File: src/rtl/inst_encoder_loader_pkg.sv
// Shared constants for the SIMPLE 16-bit instruction set: format classes,
// opcodes and the loader FSM states. The pipeline decoder uses the same names.
package inst_encoder_loader_pkg;

  localparam logic [1:0] FMT_LD  = 2'b00;
  localparam logic [1:0] FMT_ST  = 2'b01;
  localparam logic [1:0] FMT_IMM = 2'b10;
  localparam logic [1:0] FMT_ALU = 2'b11;

  localparam logic [3:0] ALU_OP_ADD   = 4'b0000;
  localparam logic [3:0] ALU_OP_RSV_A = 4'b0111;
  localparam logic [3:0] ALU_OP_RSV_B = 4'b1110;
  localparam logic [3:0] OP_IN        = 4'b1100;
  localparam logic [3:0] OP_OUT       = 4'b1101;
  localparam logic [3:0] OP_HALT      = 4'b1111;

  localparam logic [2:0] BR_OP_LI   = 3'b000;
  localparam logic [2:0] BR_OP_CMPI = 3'b011;
  localparam logic [2:0] BR_OP_B    = 3'b100;
  localparam logic [2:0] BR_OP_SLI  = 3'b101;
  localparam logic [2:0] BR_OP_RSV  = 3'b110;
  localparam logic [2:0] BR_OP_BCC  = 3'b111;

  typedef enum logic [1:0] {
    ST_IDLE  = 2'd0,
    ST_RUN   = 2'd1,
    ST_DRAIN = 2'd2,
    ST_STOP  = 2'd3
  } state_t;

  typedef struct packed {
    logic [1:0] fmt;
    logic [3:0] op;
    logic [2:0] ra;
    logic [2:0] rb;
    logic [7:0] imm;
  } req_t;

  function automatic logic is_halt(input req_t r);
    return (r.fmt == FMT_ALU) && (r.op == OP_HALT);
  endfunction

endpackage

File: src/rtl/inst_encoder_loader_if.sv
// Host request handshake plus the imem write port of the loader.
interface inst_encoder_loader_if #(
  parameter int ADDR_W = 8
) ();
  logic              req_valid;
  logic              req_ready;
  logic [1:0]        req_fmt;
  logic [3:0]        req_op;
  logic [2:0]        req_ra;
  logic [2:0]        req_rb;
  logic [7:0]        req_imm;
  logic              imem_we;
  logic [ADDR_W-1:0] imem_addr;
  logic [15:0]       imem_wdata;

  modport master (
    output req_valid, req_fmt, req_op, req_ra, req_rb, req_imm,
    input  req_ready, imem_we, imem_addr, imem_wdata
  );

  modport slave (
    input  req_valid, req_fmt, req_op, req_ra, req_rb, req_imm,
    output req_ready, imem_we, imem_addr, imem_wdata
  );
endinterface

File: src/rtl/inst_encoder_loader_field_encoder.sv
// Combinational field packer: request fields -> 16-bit instruction word,
// flagging encodings the decoder treats as reserved.
module inst_field_encoder
  import inst_encoder_loader_pkg::*;
(
  input  req_t        req,
  output logic [15:0] word,
  output logic        reserved
);
  always_comb begin
    word     = {req.fmt, req.ra, req.rb, req.imm};
    reserved = 1'b0;
    case (req.fmt)
      FMT_ALU: begin
        word     = {FMT_ALU, req.ra, req.rb, req.op, req.imm[3:0]};
        reserved = (req.op == ALU_OP_RSV_A) || (req.op == ALU_OP_RSV_B);
      end
      FMT_IMM: begin
        // ra is not encoded here: the op field occupies its slot
        word     = {FMT_IMM, req.op[2:0], req.rb, req.imm};
        reserved = req.op[3] || (req.op[2:0] == BR_OP_RSV);
      end
      default: ;
    endcase
  end
endmodule

File: src/rtl/inst_encoder_loader.sv
// Boot/debug loader: encodes accepted requests and streams them into imem at
// consecutive addresses, one cycle after acceptance.
module inst_encoder_loader
  import inst_encoder_loader_pkg::*;
#(
  parameter int ADDR_W = 8
) (
  input  logic                 clk,
  input  logic                 rst_n,
  input  logic                 start,
  input  logic [ADDR_W-1:0]    base_addr,
  inst_encoder_loader_if.slave bus,
  output logic                 busy,
  output logic                 done,
  output logic                 err,
  output logic [ADDR_W:0]      word_count
);
  localparam logic [ADDR_W-1:0] LAST    = '1;
  localparam logic [ADDR_W-1:0] LAST_M1 = {{(ADDR_W-1){1'b1}}, 1'b0};

  state_t            state_reg, state_next;
  logic [ADDR_W-1:0] wptr_reg;
  logic [ADDR_W:0]   count_reg;
  logic              done_reg, err_reg, ovf_reg;
  logic              we_reg, halt_wr_reg;
  logic [15:0]       wdata_reg;

  req_t        req;
  logic [15:0] word;
  logic        reserved, accept, halt, take, target_last, launch, ovf_hit;

  assign req = {bus.req_fmt, bus.req_op, bus.req_ra, bus.req_rb, bus.req_imm};

  inst_field_encoder u_enc (
    .req      (req),
    .word     (word),
    .reserved (reserved)
  );

  assign bus.req_ready = (state_reg == ST_RUN) && !ovf_reg;
  assign accept        = bus.req_valid && bus.req_ready;
  assign halt          = is_halt(req);
  assign take          = accept && !reserved;
  assign launch        = start && ((state_reg == ST_IDLE) || (state_reg == ST_STOP));
  assign ovf_hit       = (state_reg == ST_RUN) && ovf_reg && bus.req_valid;
  // A word accepted now lands one slot further on if a write is already in flight
  assign target_last   = we_reg ? (wptr_reg == LAST_M1) : (wptr_reg == LAST);

  always_comb begin
    state_next = state_reg;
    case (state_reg)
      ST_IDLE, ST_STOP: if (start) state_next = ST_RUN;
      ST_RUN:   if ((accept && (reserved || halt)) || ovf_hit) state_next = ST_DRAIN;
      ST_DRAIN: state_next = ST_STOP;
      default:  state_next = ST_IDLE;
    endcase
  end

  always_ff @(posedge clk or negedge rst_n) begin
    if (!rst_n) begin
      state_reg   <= ST_IDLE;
      wptr_reg    <= '0;
      count_reg   <= '0;
      done_reg    <= 1'b0;
      err_reg     <= 1'b0;
      ovf_reg     <= 1'b0;
      we_reg      <= 1'b0;
      halt_wr_reg <= 1'b0;
      wdata_reg   <= '0;
    end else begin
      state_reg   <= state_next;
      we_reg      <= take;
      halt_wr_reg <= take && halt;
      if (take) wdata_reg <= word;
      if (launch) begin
        wptr_reg  <= base_addr;
        count_reg <= '0;
        done_reg  <= 1'b0;
        err_reg   <= 1'b0;
        ovf_reg   <= 1'b0;
      end else begin
        if (we_reg) begin
          if (wptr_reg != LAST) wptr_reg <= wptr_reg + 1'b1;
          count_reg <= count_reg + 1'b1;
        end
        if (halt_wr_reg) done_reg <= 1'b1;
        if (take && target_last) ovf_reg <= 1'b1;
        if ((accept && reserved) || ovf_hit) err_reg <= 1'b1;
      end
    end
  end

  assign bus.imem_we    = we_reg;
  assign bus.imem_addr  = wptr_reg;
  assign bus.imem_wdata = wdata_reg;
  assign busy           = (state_reg == ST_RUN) || (state_reg == ST_DRAIN);
  assign done           = done_reg;
  assign err            = err_reg;
  assign word_count     = count_reg;
endmodule
File: src/flat_wrapper.sv
// flat-port wrapper written by rule: the top's interface ports become plain ports
module inst_encoder_loader_flat import inst_encoder_loader_pkg::*;
#(
  parameter int ADDR_W = 8
)
  (clk, rst_n, start, base_addr, busy, done, err, word_count, bus_req_valid, bus_req_fmt, bus_req_op, bus_req_ra, bus_req_rb, bus_req_imm, bus_req_ready, bus_imem_we, bus_imem_addr, bus_imem_wdata);
  inst_encoder_loader_if #(.ADDR_W(ADDR_W)) bus_i ();
  input  logic clk;
  input  logic rst_n;
  input  logic start;
  input  logic [ADDR_W-1:0] base_addr;
  output logic busy;
  output logic done;
  output logic err;
  output logic [ADDR_W:0] word_count;
  input wire logic [$bits(bus_i.req_valid)-1:0] bus_req_valid;
  input wire logic [$bits(bus_i.req_fmt)-1:0] bus_req_fmt;
  input wire logic [$bits(bus_i.req_op)-1:0] bus_req_op;
  input wire logic [$bits(bus_i.req_ra)-1:0] bus_req_ra;
  input wire logic [$bits(bus_i.req_rb)-1:0] bus_req_rb;
  input wire logic [$bits(bus_i.req_imm)-1:0] bus_req_imm;
  output wire logic [$bits(bus_i.req_ready)-1:0] bus_req_ready;
  output wire logic [$bits(bus_i.imem_we)-1:0] bus_imem_we;
  output wire logic [$bits(bus_i.imem_addr)-1:0] bus_imem_addr;
  output wire logic [$bits(bus_i.imem_wdata)-1:0] bus_imem_wdata;
  assign bus_i.req_valid = bus_req_valid;
  assign bus_i.req_fmt = bus_req_fmt;
  assign bus_i.req_op = bus_req_op;
  assign bus_i.req_ra = bus_req_ra;
  assign bus_i.req_rb = bus_req_rb;
  assign bus_i.req_imm = bus_req_imm;
  assign bus_req_ready = bus_i.req_ready;
  assign bus_imem_we = bus_i.imem_we;
  assign bus_imem_addr = bus_i.imem_addr;
  assign bus_imem_wdata = bus_i.imem_wdata;
  inst_encoder_loader #(.ADDR_W(ADDR_W)) u_core (.clk(clk), .rst_n(rst_n), .start(start), .base_addr(base_addr), .bus(bus_i), .busy(busy), .done(done), .err(err), .word_count(word_count));
endmodule
File: config.mk
export PLATFORM = sky130hd
export DESIGN_NAME = inst_encoder_loader_flat
export DESIGN_NICKNAME = d
export VERILOG_FILES = /design/src/rtl/inst_encoder_loader_pkg.sv /design/src/rtl/inst_encoder_loader_if.sv /design/src/rtl/inst_encoder_loader_field_encoder.sv /design/src/rtl/inst_encoder_loader.sv /design/src/flat_wrapper.sv
export SDC_FILE = /design/constraint.sdc
export NUM_CORES = 1
export LEC_CHECK = 0
export ABC_CLOCK_PERIOD_IN_PS = 2400
export CAP_MARGIN = 25
export CORE_ASPECT_RATIO = 0.5
export CORE_UTILIZATION = 48
export CTS_CLUSTER_DIAMETER = 50
export DETAILED_ROUTE_END_ITERATION = 7
export GPL_ROUTABILITY_DRIVEN = 0
export MAX_ROUTING_LAYER = met4
export PLACE_DENSITY_LB_ADDON = 0.1
export SLEW_MARGIN = 20
export SYNTH_ARGS = -nofsm -noshare
export SYNTH_HDL_FRONTEND = slang
export SYNTH_SLANG_ARGS = --single-unit
File: constraint.sdc
create_clock -name clk -period 2.4 [get_ports clk]
set_input_delay 0.72 -clock clk [delete_from_list [all_inputs] [get_ports clk]]
set_output_delay 0.72 -clock clk [all_outputs]
set_load 0.1 [all_outputs]
### Word level (Yosys, flattened, before mapping)

Index checks and enable logic that the tools add are counted.

* flip-flop bits (word level): 40
* memories: 0
* bits in writable memories: 0
* bits in read-only memories: 0
* latch bits: 0
* output and inout bits: 38

* $mul: 0
* muxes and demuxes: 17
* bitwise logic cells: 0
* reductions and logical operators: 29
* add/subtract/negate cells: 2
* equal/unequal tests: 14
* shift-type cells: 0
* order comparisons: 0
* div/mod/pow operators: 0

Operator list (count)
* $pmux W16 S2: 1
* $mux W8: 3
* $mux W9: 2
* $eq A8 B8 Y1 const B: 2
* $logic_and A1 B1 Y1: 11
* $reduce_bool A2 Y1: 5
* $add A9 B1 Y9 const B: 1
* $add A8 B1 Y8 const B: 1
* $eq A2 B2 Y1 const B: 4
* $eq A4 B4 Y1 const B: 2
* $ne A8 B8 Y1 const B: 1
* $logic_or A1 B1 Y1: 7
* $mux W1: 7
* $pmux W2 S3: 1
* $eq A4 B3 Y1 const B: 1
* $mux W2: 2
* $ne A2 B2 Y1 const B: 2
* $reduce_and A2 Y1: 2
* $eq A3 B3 Y1 const B: 1
* $eq A2 B1 Y1 const B: 1
* $logic_not A1 Y1: 2
* $logic_not A2 Y1: 1
* $pmux W1 S2: 1
* $reduce_or A2 Y1: 1

### Logic depth before layout (Yosys ltp)

Gate-level depths: netlist (run 1).

* depth after elaboration: 8
* mapped depth: 7
* depth with buffers taken out: 6

### Cells and area by module

From an unflattened synthesis (run 1), not the netlist that was laid out.

* cells, all modules: 185
* area, all modules: 2029.4 µm²

Modules (own cells, without submodules)
* inst_encoder_loader: times used 1, area an instance 1816.7 µm², cells each 159
* inst_field_encoder: times used 1, area an instance 212.7 µm², cells each 26

### Least setup slack after synthesis (run 1)

No wires, ideal clock.

* path type: flip-flop to output port
* start point: reg u_core.state_reg[1]
* end point: out bus_req_ready
* path buffers: 0
* cell stages (with the launch flop): 4
* arrival time: 2.023 ns
* path slack: -0.343 ns
* path through: dfrtp_1 -> inv_1 -> ha_1 -> nor2b_1

* word-level cells in the longest chain between the ends: 2

Ends and longest elaborated chain
* start, declared: RTL line inst_encoder_loader.sv:21 `state_t state_reg, state_next;`
* start signal, assigned: RTL line inst_encoder_loader.sv:71 `state_reg <= state_next;`
* $eq A2 B1 Y1: RTL line inst_encoder_loader.sv:40 `assign bus.req_ready = (state_reg == ST_RUN) && !ovf_reg;`
* $logic_and A1 B1 Y1: RTL line inst_encoder_loader.sv:40
* end, declared: RTL line flat_wrapper.sv:22 `output wire logic [$bits(bus_i.req_ready)-1:0] bus_req_ready;`

Every way passes these cells.

### Final worst setup path (run 1)

* start point: in bus_req_op[3]
* end point: reg u_core.wdata_reg[10], in the netlist u_core.bus.imem_wdata[10]

* word-level cells in the longest chain between the ends: 5
* elaborated cells between the ends (all ways): 7
* classes of those cells: 2 x eq/ne; 1 x mux; 4 x reduce/logical

Ends and longest elaborated chain
* start, declared: RTL line flat_wrapper.sv:18 `input wire logic [$bits(bus_i.req_op)-1:0] bus_req_op;`
* $eq A4 B3 Y1 or $eq A4 B4 Y1 (tied branches): RTL line inst_encoder_loader_field_encoder.sv:16 `reserved = (req.op == ALU_OP_RSV_A) || (req.op == ALU_OP_RSV_B);`
* $logic_or A1 B1 Y1: RTL line inst_encoder_loader_field_encoder.sv:16
* $pmux W1 S2 (*): RTL line inst_encoder_loader_field_encoder.sv:13 `case (req.fmt)`
* $logic_not A1 Y1 (*): RTL line inst_encoder_loader.sv:43 `assign take = accept && !reserved;`
* $logic_and A1 B1 Y1 (*): RTL line inst_encoder_loader.sv:43
* end signal, assigned: RTL line inst_encoder_loader.sv:74 `if (take) wdata_reg <= word;`
* end, declared: RTL line inst_encoder_loader.sv:26 `logic [15:0] wdata_reg;`

Every way passes the cells marked *; elsewhere a longest branch is shown, timed or not.
A chain may end at the register's enable or synchronous reset.

==> results of run 1 <==
==> worst paths after layout <==
path / endpoint / slack, ns / cells after the start
max reg2reg: u_core.bus.imem_addr[1]$_DFFE_PN0P_ / 0.70 / 5
min: u_core.done$_DFFE_PN0P_ / 0.48 / 2
max: u_core.bus.imem_wdata[10]$_DFFE_PN0P_ / 0.21 / 7
min in group asynchronous: u_core.word_count[4]$_DFFE_PN0P_ / 0.55 / 1
max in group asynchronous: u_core.bus.imem_wdata[8]$_DFFE_PN0P_ / 1.29 / 1
min reg2reg: u_core.done$_DFFE_PN0P_ / 0.48 / 2
==> critical path, stage by stage <==
cell and delay, ns:
clkdlybuf4s50_1 0.51, nand3b_1 0.21, a21oi_1 0.25, o21ai_2 0.09, nand2_2 0.09, buf_12 0.15, mux2_2 0.34
==> final cells by class <==
class                           count  area (µm²)
Fill cell                         291        1120
Sequential cell                    40        1000
Multi-Input combinational cell    140         940
Timing Repair Buffer               79         716
Clock buffer                        5        68.8
Tap cell                           54        67.6
Inverter                            6        22.5
Clock inverter                      2        12.5
==> synth_stat cells, types with 2 or more instances <==
library cell / count / share of area (%)
a21oi_1: 12 / 3.0
a31oi_1: 5 / 1.6
buf_2: 2 / 0.50
clkbuf_1: 3 / 0.56
dfrtp_1: 40 / 50
ha_1: 3 / 1.9
inv_1: 6 / 1.1
mux2_2: 5 / 2.8
mux2_4: 9 / 6.8
mux2i_1: 7 / 3.5
nand2_1: 20 / 3.8
nand2b_1: 3 / 0.94
nand3_1: 7 / 1.8
nand4_1: 6 / 1.9
nor2_1: 17 / 3.2
nor3_1: 2 / 0.50
o21ai_0: 15 / 3.8
o31ai_1: 2 / 0.75
or3_1: 3 / 0.94
xnor2_1: 3 / 1.3
xor2_1: 6 / 2.6
==> metrics by stage <==
stage	setup slack (ns)	area, µm²
floorplan	0.165	2000
global placement	0.0113	2750
detailed placement	-0.0932	2750
CTS	0.211	2830
global route	0.109	2830
finish	0.213	2830
==> metal layers <==
layer  global-route usage, %  wire length (µm)  up-vias
li1                        -                 -      842
met1                    28.2              2220      800
met2                    37.4              2020       52
met3                    7.14               261        5
met4                    4.31                24        0
met5                       -                 0        -
==> cell families (layout without fill, tap and decap cells) <==
kind of cell,after synthesis,count (layout),share of synthesized area (%)
adders and majority gates,3,3,1.88
buffers and inverters,12,92,2.76
and+or+nand+nor,67,67,16.1
muxes,21,21,13.1
AOI/OAI and AO/OA,40,40,11.9
xor gates and xnor gates,9,9,3.96
DFF,40,40,50.2
==> run_results.csv, run 1 <==
group,metric,value,unit
cts,cts_num_sinks,40,
sta,drv_slew,0,
layout,diodes,0,
floorplan,num_rows,16,
run_status,outcome,"completed",
layout,instances_no_fill,326,
logic_synthesis,synthDistinctLibCells,37,
layout,nets,307,
routing,postRouteAntennaNets,0,
routing,first_pass_iters,4,
cts,clkTransAtPathRegs,0.07,ns
grt,antenna_found_initial,0,
cts,cts_tree,"done",
cts,clockBufferDepth,2,
floorplan,die_x,93.1,µm
cts,clk_latency,0.30,ns
placed_design,hpwl,3350,µm
logic_synthesis,yosys_warnings,0,
layout,drive_above_1_share,27.6,%
floorplan,io_pins,70,
critical_path,crit_start,"bus_req_op[3]",
worst_hold_path,min-delay-start,"u_core.halt_wr_reg$_DFF_PN0_",
logic_synthesis,yosys_register_bits,40,
sta,finalHoldWorstSlack,0.476,ns
cts,numCtsBuffers,5,
logic_synthesis,synthFlopType,"dfrtp_1",
job,max_cap_violations,0,
cts,ctsRootBufferMaster,"clkbuf_8",
sta,hold_violations,0,
logic_synthesis,synth_area,1990,µm²
routing,vias,1699,
grt,gr-total-overflow,0,
routing,drc,0,
logic_synthesis,synth_edf_count,0,
critical_path,path_class,"in -> reg",
sta,fin_crit,2.19,ns
grt,grt_pass1_vias,1580,
sta,max_slew_margin,40.5,%
grt,grt_max_degree,41,
critical_path,timing.rr.start,"u_core.bus.imem_addr[0]$_DFFE_PN0P_",
grt,track_usage,22.6,%
cts,ctsHoldBuffers,0,
sta,rsz0062_at_grt,"no",
critical_path,critical_path_required,2.58,ns
sta,tightestPinTransition,0.893,ns
layout,final_cell_mix,"44 x buf_4, 40 x dfrtp_1, 30 x clkdlybuf4s50_1",
layout,final_common_cell,"buf_4",
sta,finClkSkew,0.00823,ns
critical_path,critPathLaunchType,"input pin",
layout,area_delta_synth_final,41.9,%
floorplan,die_y,47.6,µm
sta,finalSetupTns,0,ns
floorplan,core,3940,µm²
critical_path,crit_fanout,12,
sta,period_share,91.1,%
worst_hold_path,holdCritPathClass,"reg -> reg",
sta,max_freq,457,MHz
critical_path,arrival,2.36,ns
floorplan,start_util,50.5,%
routing,routed_wl,4530,µm
logic_synthesis,netlist_instances,192,
sta,setup_viol,0,
placed_design,portBuffers,69,
routing,first_iter_violations,54,
layout,largest_reg_flops,16,
grt,grt_pass1_wl,7260,µm
logic_synthesis,synthArstFlopShare,100,%
critical_path,cp-end-kind,"register",
routing,via_per_inst,5.21,
cts,ctsResizeCount,0,
layout,final_core_util,71.7,%
cts,htreeDepth,2,
placed_design,dpl.cell_count,319,
logic_synthesis,ys_seq_area_share,50.2,%
logic_synthesis,synth_nets,227,
routing,wl_per_cell,13.9,µm
logic_synthesis,avgSynthCellArea,10.4,µm²
floorplan,dieArea,4430,µm²
cts,cts_setup_buffers,0,
Power of run 1 is left out: the tool's default activity adds up to more than one toggle a clock period on the data nets, which glitch-free logic cannot reach.
==> run 2, diff against run 1 <==
--- a/config.mk
+++ b/config.mk
@@ -6,14 +6,16 @@
 export NUM_CORES = 1
 export LEC_CHECK = 0
 export ABC_CLOCK_PERIOD_IN_PS = 2400
-export CAP_MARGIN = 25
+export CAP_MARGIN = 0
 export CORE_ASPECT_RATIO = 0.5
+export CORE_MARGIN = 2
 export CORE_UTILIZATION = 48
 export CTS_CLUSTER_DIAMETER = 50
 export DETAILED_ROUTE_END_ITERATION = 7
 export GPL_ROUTABILITY_DRIVEN = 0
 export MAX_ROUTING_LAYER = met4
 export PLACE_DENSITY_LB_ADDON = 0.1
+export RECOVER_POWER = 100
 export SLEW_MARGIN = 20
 export SYNTH_ARGS = -nofsm -noshare
 export SYNTH_HDL_FRONTEND = slang
==> run 2 against run 1 <==
Against the previous run:
- critical path depth is 1 lower
- sequential share of layout area is 1.6 points higher
- hold slack better by 0.0067 ns
- highest routed layer unchanged
- utilization is 3.1 points lower
- largest cell class unchanged
- clock-buffer cell count stayed put
==> run_results.csv, run 2 (synthesized netlist as in run 1, its figures left out) <==
group,metric,value,unit
grt,gr-total-overflow,0,
sta,fin_crit,2.26,ns
critical_path,cpMaxStageDelayCell,"dlygate4sd3_1",
floorplan,dieArea,4720,µm²
sta,max_slew_margin,38.3,%
critical_path,critPathLaunchType,"input pin",
floorplan,die_x,95.1,µm
cts,numCtsBuffers,5,
sta,max_freq,442,MHz
critical_path,cp_cell_sequence,"dlygate4sd3_1 -> o31ai_1 -> o21ai_0 -> nand2_2 -> buf_12 -> mux2_1",
grt,track_usage,21.3,%
cts,cts_tree,"done",
floorplan,io_pins,70,
routing,first_iter_violations,79,
placed_design,hpwl,3440,µm
layout,area_delta_synth_final,35.8,%
cts,ctsResizeCount,0,
routing,first_pass_iters,5,
critical_path,critPathBufInv,2,
cts,ctsHoldBuffers,0,
layout,instances_no_fill,329,
critical_path,crit_start,"bus_req_fmt[0]",
critical_path,cp-end-kind,"register",
floorplan,core,3940,µm²
layout,final_cell_mix,"40 x dfrtp_1, 37 x clkbuf_2, 28 x clkdlybuf4s50_1",
cts,clockBufferDepth,2,
run_status,outcome,"completed",
critical_path,cp-endpoint,"u_core.bus.imem_wdata[0]$_DFFE_PN0P_",
job,max_cap_violations,0,
critical_path,cp_slowest_stage_delay,0.61,ns
cts,clk_latency,0.30,ns
worst_hold_path,holdCritPathClass,"reg -> reg",
sta,setup_viol,0,
sta,period_share,94.2,%
cts,htreeDepth,2,
cts,clkTransAtPathRegs,0.08,ns
layout,diodes,0,
critical_path,r2r_cells,5,
cts,cts_num_sinks,40,
layout,final_common_cell,"dfrtp_1",
placed_design,portBuffers,69,
layout,nets,309,
layout,largest_reg_flops,16,
cts,ctsRootBufferMaster,"clkbuf_8",
sta,tightestPinTransition,0.925,ns
critical_path,cp.depth,6,
sta,fin_ws,0.139,ns
routing,postRouteAntennaNets,0,
sta,rsz0062_at_grt,"no",
grt,grt_max_degree,24,
grt,antenna_found_initial,0,
floorplan,start_util,50.5,%
routing,drc,0,
floorplan,die_y,49.6,µm
critical_path,rr_endpoint,"u_core.bus.imem_addr[1]$_DFFE_PN0P_",
layout,drive_above_1_share,22.9,%
critical_path,arrival,2.44,ns
placed_design,dpl_worst_slack,-0.0776,ns
routing,routed_wl,4540,µm
critical_path,crit_fanout,12,
sta,hold_violations,0,
worst_hold_path,hold_depth,2,
critical_path,critical-path-top-delay-family,"buffers and inverters",
routing,wl_per_cell,13.8,µm
critical_path,reg2reg_setup_slack,0.59,ns
routing,vias,1731,
grt,grt_pass1_wl,7490,µm
critical_path,timing.rr.start,"u_core.state_reg[1]$_DFFE_PN0P_",
critical_path,critical_path_required,2.57,ns
placed_design,dpl.cell_count,321,
routing,via_per_inst,5.26,
cts,cts_setup_buffers,0,
sta,drv_slew,0,
floorplan,num_rows,16,
sta,finClkSkew,0.00725,ns
critical_path,path_class,"in -> reg",
grt,grt_pass1_vias,1647,
run 2: cell types whose count changed in the layout (fill, tap and decap cells not counted), moves of 2 or more:
cell             previous run  this run
clkbuf_1                    0         3
clkbuf_2                    0        37
dlygate4sd3_1               0         2
clkdlybuf4s50_1            30        28
mux2_4                      9         0
mux2_1                      0         9
buf_4                      44         8
buf_12                      4         2
clkinv_4                    0         2
run 2: worst min path at each step:
stage | to | start
after floorplan | u_core.bus.imem_addr[0]$_DFFE_PN0P_ | rst_n
after global placement | u_core.done$_DFFE_PN0P_ | u_core.halt_wr_reg$_DFF_PN0_
after detailed placement | u_core.done$_DFFE_PN0P_ | u_core.halt_wr_reg$_DFF_PN0_
after CTS | u_core.word_count[8]$_DFFE_PN0P_ | rst_n
after global routing | u_core.bus.imem_wdata[3]$_DFFE_PN0P_ | u_core.bus.imem_wdata[3]$_DFFE_PN0P_
final | u_core.done$_DFFE_PN0P_ | u_core.halt_wr_reg$_DFF_PN0_
run 2: stage by stage:
step	instance area, µm²	hold slack [ns]	util [%]	TNS (ns)
2_1_floorplan	2000	0.424	-	0
3_3_place_gp	2760	0.457	70.0	0
3_5_place_dp	2760	0.470	70.0	-0.441
4_1_cts	2880	0.343	73.0	0
5_1_grt	2710	0.522	68.6	0
6_report	2710	0.483	68.6	0
run 2: layout make-up:
type	instances	area, µm²
Multi-Input combinational cell	140	895
Clock buffer	5	68.8
Sequential cell	40	1000
Fill cell	340	1240
Clock inverter	3	47.5
Timing Repair Buffer	81	604
Tap cell	54	67.6
Inverter	6	22.5
run 2: worst register-to-register path, stage by stage (launching register included):
cell and delay (ns):
dfrtp_1 0.36, inv_1 0.06, ha_1 0.33, and2_0 0.23, clkbuf_1 0.49, o21ai_0 0.21
run 2: metal layers:
| layer | GRT usage, % | vias up | share of wire, % |
|---|---|---|---|
| met3 | 5.96 | 8 | 6.6 |
| li1 | - | 847 | - |
| met1 | 27.3 | 814 | 45 |
| met4 | 6.76 | 0 | 1.2 |
| met5 | - | - | 0 |
| met2 | 33.0 | 62 | 47 |
Power of run 2 is left out for the same reason.
